$ cat config.mk
export PLATFORM = sky130hd
export DESIGN_NAME = alu_test_sequencer
export DESIGN_NICKNAME = d
export VERILOG_FILES = /design/src/rtl/alu_test_pkg.sv /design/src/rtl/alu_test_misr.sv /design/src/rtl/alu_test_sequencer.sv
export SDC_FILE = /design/constraint.sdc
export NUM_CORES = 1
export LEC_CHECK = 0
export CAP_MARGIN = 10
export CORE_MARGIN = 4
export CORE_UTILIZATION = 55
export DETAILED_ROUTE_END_ITERATION = 8
export DONT_BUFFER_PORTS = 1
export PLACE_DENSITY_LB_ADDON = 0.25
export SLEW_MARGIN = 20
export SYNTH_ARGS = -nofsm -noshare
export SYNTH_HDL_FRONTEND = slang
export SYNTH_SLANG_ARGS = --single-unit
$ cat constraint.sdc
create_clock -name clk -period 4.7 [get_ports clk]
set_input_delay 0.47 -clock clk [delete_from_list [all_inputs] [get_ports clk]]
set_output_delay 0.47 -clock clk [all_outputs]
set_load 0.02 [all_outputs]
$ cat src/rtl/alu_test_pkg.sv
`default_nettype none
// ============================================================================
//  Module : alu_test_pkg
//  Shared definitions for the ALU self-test sequencer: FSM state encoding,
//  default MISR polynomial, opcode width and MISR seed.
//  Revision: 1.0 - initial release
// ============================================================================
package alu_test_pkg;

  typedef enum logic [3:0] {
    S_IDLE   = 4'd0,
    S_RD_A   = 4'd1,
    S_CAP_A  = 4'd2,
    S_RD_B   = 4'd3,
    S_CAP_B  = 4'd4,
    S_RD_OP  = 4'd5,
    S_CAP_OP = 4'd6,
    S_SAMPLE = 4'd7,
    S_DONE   = 4'd8
  } state_t;

  localparam logic [31:0] c_default_poly  = 32'h04C11DB7;
  localparam int          c_op_w          = 6;
  // Every MISR bit is seeded with this value (all-ones seed).
  localparam logic        c_misr_seed_bit = 1'b1;

endpackage : alu_test_pkg
`default_nettype wire

$ cat src/rtl/alu_test_misr.sv
`default_nettype none
// ============================================================================
//  Module : alu_test_misr
//  Multiple-input signature register. Each step computes
//    sig <= (sig << 1) ^ (sig[MSB] ? POLY : 0) ^ d
//  Ports:
//    clk, reset_n   clock / asynchronous active-low reset (sig -> 0)
//    i_load         load the all-ones seed (priority over i_step)
//    i_step         fold i_d into the signature
//    i_d            data word to compress
//    o_sig          current signature
//    o_sig_next     value the signature takes on the next step
//  Revision: 1.0 - initial release
// ============================================================================
module alu_test_misr
  import alu_test_pkg::*;
#(
  parameter int          WIDTH = 32,
  parameter logic [31:0] POLY  = c_default_poly
) (
  input  logic             clk,
  input  logic             reset_n,
  input  logic             i_load,
  input  logic             i_step,
  input  logic [WIDTH-1:0] i_d,
  output logic [WIDTH-1:0] o_sig,
  output logic [WIDTH-1:0] o_sig_next
);

  localparam logic [WIDTH-1:0] c_poly = WIDTH'(POLY);

  logic [WIDTH-1:0] r_sig;
  logic [WIDTH-1:0] w_next;

  assign w_next = {r_sig[WIDTH-2:0], 1'b0}
                ^ (r_sig[WIDTH-1] ? c_poly : '0)
                ^ i_d;

  always_ff @(posedge clk or negedge reset_n) begin
    if (!reset_n) begin
      r_sig <= '0;
    end else if (i_load) begin
      r_sig <= {WIDTH{c_misr_seed_bit}};
    end else if (i_step) begin
      r_sig <= w_next;
    end
  end

  assign o_sig      = r_sig;
  assign o_sig_next = w_next;

endmodule : alu_test_misr
`default_nettype wire

$ cat src/rtl/alu_test_sequencer.sv
`default_nettype none
// ============================================================================
//  Module : alu_test_sequencer
//  Self-test engine for the ALU: sweeps every operand pair of the operand ROM
//  against every opcode of the opcode ROM, drives the ALU with each vector,
//  compresses result + N/Z/V/C into a MISR and compares with gold_sig.
//  Build option: ALU_TEST_CIN_SWEEP_EN - run each vector with cin=0 then
//  cin=1; otherwise cin is cin_cfg sampled at start.
//  Ports:
//    clk, reset_n            clock / asynchronous active-low reset
//    start, abort            sweep request / synchronous abort
//    cin_cfg, gold_sig       carry-in (no sweep) / expected signature
//    val_addr, val_data      operand ROM (data valid one cycle after addr)
//    op_addr, op_data        opcode ROM  (data valid one cycle after addr)
//    alu_op/a/b/cin          registered ALU stimulus
//    alu_res/n/z/v/c         combinational ALU response
//    busy, done, pass        status; done is a one-cycle pulse
//    sig, vec_count          signature and saturating vector count
//  Revision: 1.0 - initial release
// ============================================================================
module alu_test_sequencer
  import alu_test_pkg::*;
#(
  parameter int          WIDTH   = 32,
  parameter int          N_PAIRS = 5,
  parameter int          N_OPS   = 23,
  parameter logic [31:0] POLY    = c_default_poly,
  localparam int         AW_V    = $clog2(2 * N_PAIRS),
  localparam int         AW_O    = (N_OPS > 1) ? $clog2(N_OPS) : 1
) (
  input  logic              clk,
  input  logic              reset_n,
  input  logic              start,
  input  logic              abort,
  input  logic              cin_cfg,
  input  logic [WIDTH-1:0]  gold_sig,
  output logic [AW_V-1:0]   val_addr,
  input  logic [WIDTH-1:0]  val_data,
  output logic [AW_O-1:0]   op_addr,
  input  logic [c_op_w-1:0] op_data,
  output logic [c_op_w-1:0] alu_op,
  output logic [WIDTH-1:0]  alu_a,
  output logic [WIDTH-1:0]  alu_b,
  output logic              alu_cin,
  input  logic [WIDTH-1:0]  alu_res,
  input  logic              alu_n,
  input  logic              alu_z,
  input  logic              alu_v,
  input  logic              alu_c,
  output logic              busy,
  output logic              done,
  output logic              pass,
  output logic [WIDTH-1:0]  sig,
  output logic [15:0]       vec_count
);

  localparam int PW = (N_PAIRS > 1) ? $clog2(N_PAIRS) : 1;

  state_t            r_state;
  logic [PW-1:0]     r_p;
  logic [AW_O-1:0]   r_k;
  logic              r_cin_sel;
  logic [AW_V-1:0]   r_val_addr;
  logic [AW_O-1:0]   r_op_addr;
  logic [c_op_w-1:0] r_alu_op;
  logic [WIDTH-1:0]  r_alu_a;
  logic [WIDTH-1:0]  r_alu_b;
  logic              r_alu_cin;
  logic              r_busy;
  logic              r_done;
  logic              r_pass;
  logic [15:0]       r_vec_count;

  logic              w_cin_first;  // cin for the first pass of a vector
  logic              w_cin_more;   // another cin pass of this vector remains
  logic              w_cin_after;  // cin selection once the vector is finished
  logic              w_last_op;
  logic              w_last_pair;
  logic              w_load;
  logic              w_sample;
  logic [WIDTH-1:0]  w_misr_d;
  logic [WIDTH-1:0]  w_sig_next;

`ifdef ALU_TEST_CIN_SWEEP_EN
  logic w_unused_cin_cfg;
  assign w_unused_cin_cfg = cin_cfg;
  assign w_cin_first      = 1'b0;
  assign w_cin_more       = ~r_cin_sel;
  assign w_cin_after      = 1'b0;
`else
  assign w_cin_first      = cin_cfg;
  assign w_cin_more       = 1'b0;
  assign w_cin_after      = r_cin_sel;
`endif

  assign w_last_op   = (int'(r_k) == N_OPS - 1);
  assign w_last_pair = (int'(r_p) == N_PAIRS - 1);
  assign w_load      = (r_state == S_IDLE) && start;
  // An abort landing on SAMPLE leaves the signature and count untouched.
  assign w_sample    = (r_state == S_SAMPLE) && !abort;
  assign w_misr_d    = alu_res ^ {{(WIDTH-4){1'b0}}, alu_n, alu_z, alu_v, alu_c};

  alu_test_misr #(
    .WIDTH (WIDTH),
    .POLY  (POLY)
  ) u_misr (
    .clk        (clk),
    .reset_n    (reset_n),
    .i_load     (w_load),
    .i_step     (w_sample),
    .i_d        (w_misr_d),
    .o_sig      (sig),
    .o_sig_next (w_sig_next)
  );

  always_ff @(posedge clk or negedge reset_n) begin
    if (!reset_n) begin
      r_state     <= S_IDLE;
      r_p         <= '0;
      r_k         <= '0;
      r_cin_sel   <= 1'b0;
      r_val_addr  <= '0;
      r_op_addr   <= '0;
      r_alu_op    <= '0;
      r_alu_a     <= '0;
      r_alu_b     <= '0;
      r_alu_cin   <= 1'b0;
      r_busy      <= 1'b0;
      r_done      <= 1'b0;
      r_pass      <= 1'b0;
      r_vec_count <= '0;
    end else begin
      r_done <= 1'b0;
      if (abort && r_busy) begin
        r_state <= S_IDLE;
        r_busy  <= 1'b0;
      end else begin
        case (r_state)
          S_IDLE: begin
            if (start) begin
              r_p         <= '0;
              r_k         <= '0;
              r_cin_sel   <= w_cin_first;
              r_vec_count <= '0;
              r_val_addr  <= '0;
              r_busy      <= 1'b1;
              r_state     <= S_RD_A;
            end
          end
          S_RD_A:  r_state <= S_CAP_A;
          S_CAP_A: begin
            r_alu_a    <= val_data;
            r_val_addr <= AW_V'({r_p, 1'b1});
            r_state    <= S_RD_B;
          end
          S_RD_B:  r_state <= S_CAP_B;
          S_CAP_B: begin
            r_alu_b   <= val_data;
            r_op_addr <= r_k;
            r_state   <= S_RD_OP;
          end
          S_RD_OP: r_state <= S_CAP_OP;
          S_CAP_OP: begin
            r_alu_op  <= op_data;
            r_alu_cin <= r_cin_sel;
            r_state   <= S_SAMPLE;
          end
          S_SAMPLE: begin
            if (r_vec_count != 16'hFFFF) begin
              r_vec_count <= r_vec_count + 16'd1;
            end
            if (w_cin_more) begin
              r_cin_sel <= 1'b1;
              r_op_addr <= r_k;
              r_state   <= S_RD_OP;
            end else if (!w_last_op) begin
              r_cin_sel <= w_cin_after;
              r_k       <= r_k + 1'b1;
              r_op_addr <= r_k + 1'b1;
              r_state   <= S_RD_OP;
            end else if (!w_last_pair) begin
              r_cin_sel  <= w_cin_after;
              r_k        <= '0;
              r_p        <= r_p + 1'b1;
              r_val_addr <= AW_V'({r_p + 1'b1, 1'b0});
              r_state    <= S_RD_A;
            end else begin
              // Compare against the signature this step produces, so pass
              // is valid in the same cycle as the done pulse.
              r_pass  <= (w_sig_next == gold_sig);
              r_done  <= 1'b1;
              r_busy  <= 1'b0;
              r_state <= S_DONE;
            end
          end
          S_DONE:  r_state <= S_IDLE;
          default: begin
            r_busy  <= 1'b0;
            r_state <= S_IDLE;
          end
        endcase
      end
    end
  end

  assign val_addr  = r_val_addr;
  assign op_addr   = r_op_addr;
  assign alu_op    = r_alu_op;
  assign alu_a     = r_alu_a;
  assign alu_b     = r_alu_b;
  assign alu_cin   = r_alu_cin;
  assign busy      = r_busy;
  assign done      = r_done;
  assign pass      = r_pass;
  assign vec_count = r_vec_count;

endmodule : alu_test_sequencer
`default_nettype wire

After elaboration in Yosys (flattened, before gate mapping)
Cells that the tools add are included.

Register bits after elaboration: 144. Logic and storage cells: 99. Output and inout port bits: 131.

Multiplexer cells: 34. $add $sub $neg: 3. Equality and inequality tests: 22. Bitwise logic cells: 4. Reduce and logical (&&, ||, !) cells: 21.

Operator list (number): $mux W32 (2); $xor A32 B32 Y32 (2); $eq A32 B32 Y1 (1); $mux W16 (2); $pmux W16 S2 (1); $pmux W4 S8 (1); $xor A32 B4 Y32 (1); $mux W4 (7); $mux W27 (1); $mux W5 (4); $pmux W5 S2 (2); $add A16 B1 Y16 const B (1); $eq A4 B3 Y1 const B (4); $ne A16 B16 Y1 const B (1); $reduce_and A4 Y1 (4); $pmux W4 S3 (1); $reduce_and A5 Y1 (2); $mux W3 (3); $ne A3 B2 Y1 const B (3); $eq A4 B2 Y1 const B (2); $mux W1 (8); $ne A2 B2 Y1 const B (4); $reduce_or A7 Y1 (1); $pmux W3 S2 (1); other kinds (17) (25).

Depth between registers and ports, before layout
Depth in word-level cells: 5. Gate-level depth with buffers: 8. Gate-level depth less buffers: 7.

Cells and area by module
From an unflattened synthesis, not the netlist that was laid out.

Cells, all modules: 586. Area, all modules: 7248.2 µm².

Modules (own cells, without submodules): alu_test_sequencer (times used 1, cells an instance 447, area each 5436.5 µm², sequential area each 2802.7 µm²); alu_test_misr (times used 1, cells an instance 139, area each 1811.7 µm², sequential area each 800.8 µm²).

Worst setup path after synthesis
No wires, ideal clock.

Path kind: reg2reg. From: reg r_k[0]. To: reg r_val_addr[1] (netlist: val_addr[1]). Slack: 2.727 ns. Library setup time: 0.125 ns. Data arrival time: 1.848 ns. Period minus slack after synthesis: 1.973 ns. Buffers on the path: 1. Stages on the path, launching flop included: 9. Cells stage by stage: dfrtp_1 > inv_1 > ha_1 > and4b_1 > a21oi_1 > or2_2 > clkbuf_2 > nand2_1 > mux2_2.

Word-level cells in the longest chain between the ends: 3.

Ends and longest elaborated chain: start: declaration (line alu_test_sequencer.sv:61) `logic [AW_O-1:0] r_k;`; start signal: assignment (line alu_test_sequencer.sv:178) `r_k <= r_k + 1'b1;`; $eq A5 B5 Y1 (line alu_test_sequencer.sv:96) `assign w_last_op = (int'(r_k) == N_OPS - 1);`; $ne A2 B2 Y1 (no source line); $reduce_and A5 Y1 (no source line); end signal: assignment (line alu_test_sequencer.sv:153) `r_val_addr <= AW_V'({r_p, 1'b1});`; end signal: assignment (line alu_test_sequencer.sv:185) `r_val_addr <= AW_V'({r_p + 1'b1, 1'b0});`; end: declaration (line alu_test_sequencer.sv:63) `logic [AW_V-1:0] r_val_addr;`.

Every way passes these cells. A chain may end at the register's enable or synchronous reset.

Final worst setup path
From: reg r_state[0]. To: reg r_vec_count[4] (netlist: vec_count[4]).

Word-level cells in the longest chain between the ends: 3. Elaborated cells between the ends (all ways): 7.

Ends and longest elaborated chain: start: declaration (line alu_test_sequencer.sv:59) `state_t r_state;`; start signal: assignment (line alu_test_sequencer.sv:118) `r_state <= S_IDLE;`; start signal: assignment (line alu_test_sequencer.sv:135) `r_state <= S_IDLE;`; start signal: assignment (line alu_test_sequencer.sv:147) `r_state <= S_RD_A;`; $eq A4 B3 Y1 / $logic_not A4 Y1 (equally long branches) (line alu_test_sequencer.sv:138) `case (r_state)`; $ne A2 B1 Y1 (no source line), or another cell as far along; $reduce_and A4 Y1 (no source line); end signal: assignment (line alu_test_sequencer.sv:170) `r_vec_count <= r_vec_count + 16'd1;`; end: declaration (line alu_test_sequencer.sv:72) `logic [15:0] r_vec_count;`.

Parallel ways exist; a longest one is shown, timed or not.

==> qor.yml <==
sta:
  min_period_ps: 2500
  setup_viol: 0
  tightest_slew_ps: 1020
  tns_ps: 0
  worst_clock_skew_ps: 9.45
  rsz0062_at_grt: "false"
  fin_ws_ps: 2200
  period_share_pct: 53.2
  max_slew_margin_pct: 32.0
  timing.fmax_ghz: 0.400
  hold_viol_final: 0
  maxSlewViolCount: 0
route:
  ant_nets: 0
  first_pass_iters: 4
  wl_mm: 16.5
  vias: 4624
  vias_per_cell: 5.86
  drc: 0
  drt_iter0_markers: 284
  wl_per_cell_um: 20.9
placement:
  place_inst: 756
  preCtsSetupSlack_ps: 2250
  place_congestion: 0.811
  port_buffers: 0
  post-dp-hpwl_mm: 11.9
setup_path:
  max_stage_delay_ps: 710
  worstPathCellList: "nand4b_2 > nor4_4 > a21o_1 > o21ai_0 > a21oi_1"
  reg2reg_depth: 5
  crit_buf_inv: 0
  worst_path_max_delay_cell: "nor4_4"
  worstSetupEndpointType: "register"
  timing.rr.start: "r_state[0]$_DFFE_PN0N_"
  r2r_setup_slack_ps: 2200
  start_kind: "register"
  path_delay_family: "simple AND/OR/NAND/NOR gates"
  crit_type: "register to register"
  critPathRequiredTime_ps: 5030
  timing.rr.end: "vec_count[4]$_DFFE_PN0P_"
  cp_max_fo: 14
  critPathArrivalTime_ps: 2840
outcome:
  status: "finished clean"
cts:
  clkSinkCount: 144
  cts_max_level: 4
  clk_pin_slew_ps: 60
  clockBufferDepth: 2
  insertion_delay_ps: 410
  root_buffer: "clkbuf_16"
  cts_resized: 0
  cts_tree: "done"
  numCtsBuffers: 17
synthesis:
  synthArstFlopShare_pct: 100
  syn-instance-count: 607
  syn_nets: 723
  avgSynthCellArea_um2: 12.0
  synth-main-ff-cell: "dfrtp_1"
  ys_ff_latch: 144
  syn_area_um2: 7300
  ys_types: 57
  ys_warn_count: 0
  seq_area_frac_synth_pct: 49.3
  synth-edff-count: 0
final_layout:
  diodes: 0
  final_cell_mix: "144 x dfrtp_1, 75 x mux2_2, 66 x nand2_1"
  multiInputGateArea_um2: 3530
  post_layout_nonfiller_instances: 789
  utilization_pct: 63.1
  fill_cells: 1003
  mostFrequentLayoutCell: "dfrtp_1"
  syn_to_final_growth_pct: 10.8
  nNetsFinal: 720
  ff_latch_area_um2: 3600
  layout-drive-gt1-share_pct: 19.9
flow_run:
  drv_cap: 0
floorplan:
  die_x_um: 123
  rows: 41
  fp.dieH_um: 123
  die_area_um2: 15200
  io_pins: 242
  initial_core_util_pct: 56.9
  core_area_um2: 12800
min_path:
  min_path_type: "primary input to async pin"
pwr:
  power_density_nw_per_um2: 777
  cellLeakagePower_nw: 3.61
  vdd_drop_max_v: 0.000430
global_routing:
  grt_pass1_wl_mm: 26.1
  grt_max_degree: 145
  grt_pass1_vias: 4864
  grt_overflow: 0
  antenna_found_initial: 0
  grt_use_total_pct: 22.4
-- what timing repair did --
action                    in CTS  in global routing
hold buffers                   1                  0
hold endpoints to repair     144                  0
buffers inserted               0                  0
-- synthesized netlist by cell type, types with 3 or more instances --
cell      instances  area (um^2)
dfrtp_1         144         3600
mux2_2           75          845
nand2_1          66          248
xnor2_1          49          429
o211ai_1         29          218
o21ai_0          23          115
xnor3_1          20          450
xor2_1           20          175
a21oi_1          19         95.1
nor2_1           19         71.3
nand3_1          14         70.1
clkbuf_1         13         48.8
buf_2            10         50.1
inv_1             9         33.8
nor4_1            7         43.8
o21ai_1           7         35.0
nand4_1           6         37.5
or3_1             6         37.5
and2_1            5         31.3
ha_1              5         62.6
and3_1            4         25.0
xor3_1            4         95.1
a211oi_1          3         22.5
nand2b_1          3         18.8
nand3b_1          3         22.5
-- per-stage QoR --
stage	power, W	instance area (um^2)	hold WS [ps]
floorplan	0.00442	7300	174
CTS	0.00636	8090	61.1
global route	0.00666	8090	70.6
global placement	0.00478	7410	178
detailed placement	0.00487	7420	178
finish	0.00629	8090	3.25
-- cells by family after synthesis --
| kind of cell | after synthesis | synth area share (%) |
|---|---|---|
| buffers and inverters | 37 | 2.40 |
| flip-flops | 144 | 49.3 |
| XOR/XNOR | 93 | 15.7 |
| adder cells (fa/ha/maj) | 5 | 0.857 |
| AND/OR/NAND/NOR | 153 | 11.2 |
| AO/OA/AOI/OAI | 99 | 8.81 |
| multiplexers | 76 | 11.7 |
-- worst max-delay path by stage --
stage / from / endpoint / slack, ps / cells after the start
finish: r_state[0]$_DFFE_PN0N_ / vec_count[4]$_DFFE_PN0P_ / 2200 / 5
global route: r_state[0]$_DFFE_PN0N_ / u_misr.o_sig[7]$_DFFE_PN0P_ / 2000 / 4
CTS: r_state[0]$_DFFE_PN0N_ / vec_count[4]$_DFFE_PN0P_ / 2210 / 5
detailed placement: r_state[0]$_DFFE_PN0N_ / u_misr.o_sig[6]$_DFFE_PN0P_ / 2250 / 4
global placement: r_state[0]$_DFFE_PN0N_ / r_cin_sel$_DFFE_PN0P_ / 2040 / 5
floorplan: r_k[0]$_DFFE_PN0P_ / val_addr[1]$_DFFE_PN0P_ / 2730 / 8
-- power breakdown --
| part | internal [W] | switching (W) | total, W | leakage, nW |
|---|---|---|---|---|
| Clock | 0.000919 | 0.000509 | 0.00143 | 0.311 |
| Sequential | 0.00178 | 0.00125 | 0.00303 | 1.74 |
| Combinational | 0.00103 | 0.000799 | 0.00183 | 1.56 |
| Total | 0.00373 | 0.00255 | 0.00629 | 3.61 |
-- state kept, by name, indices dropped and copies added, names as in the netlist --
name and cells:
alu_a 32, alu_b 32, alu_cin 1, alu_op 6, busy 1, done 1
op_addr 5, pass 1, r_cin_sel 1, r_k 5, r_p 3, r_state 4
u_misr.o_sig 32, val_addr 4, vec_count 16
-- per-layer routing --
metal / wire, um / GRT usage [%] / vias up
li1: - / - / 2153
met1: 6330 / 27.7 / 2288
met2: 8650 / 37.0 / 168
met3: 1310 / 8.05 / 15
met4: 172 / 6.85 / 0
met5: 0 / 0 / -
-- final cells by class --
class / count / share of cell area [%]
Clock buffer: 20 / 5.65
Clock inverter: 12 / 2.24
Inverter: 9 / 0.418
Multi-Input combinational cell: 426 / 43.6
Sequential cell: 144 / 44.5
Tap cell: 172 / 2.66
Timing Repair Buffer: 6 / 0.897
No activity file was read; power rests on OpenSTA's default activity.
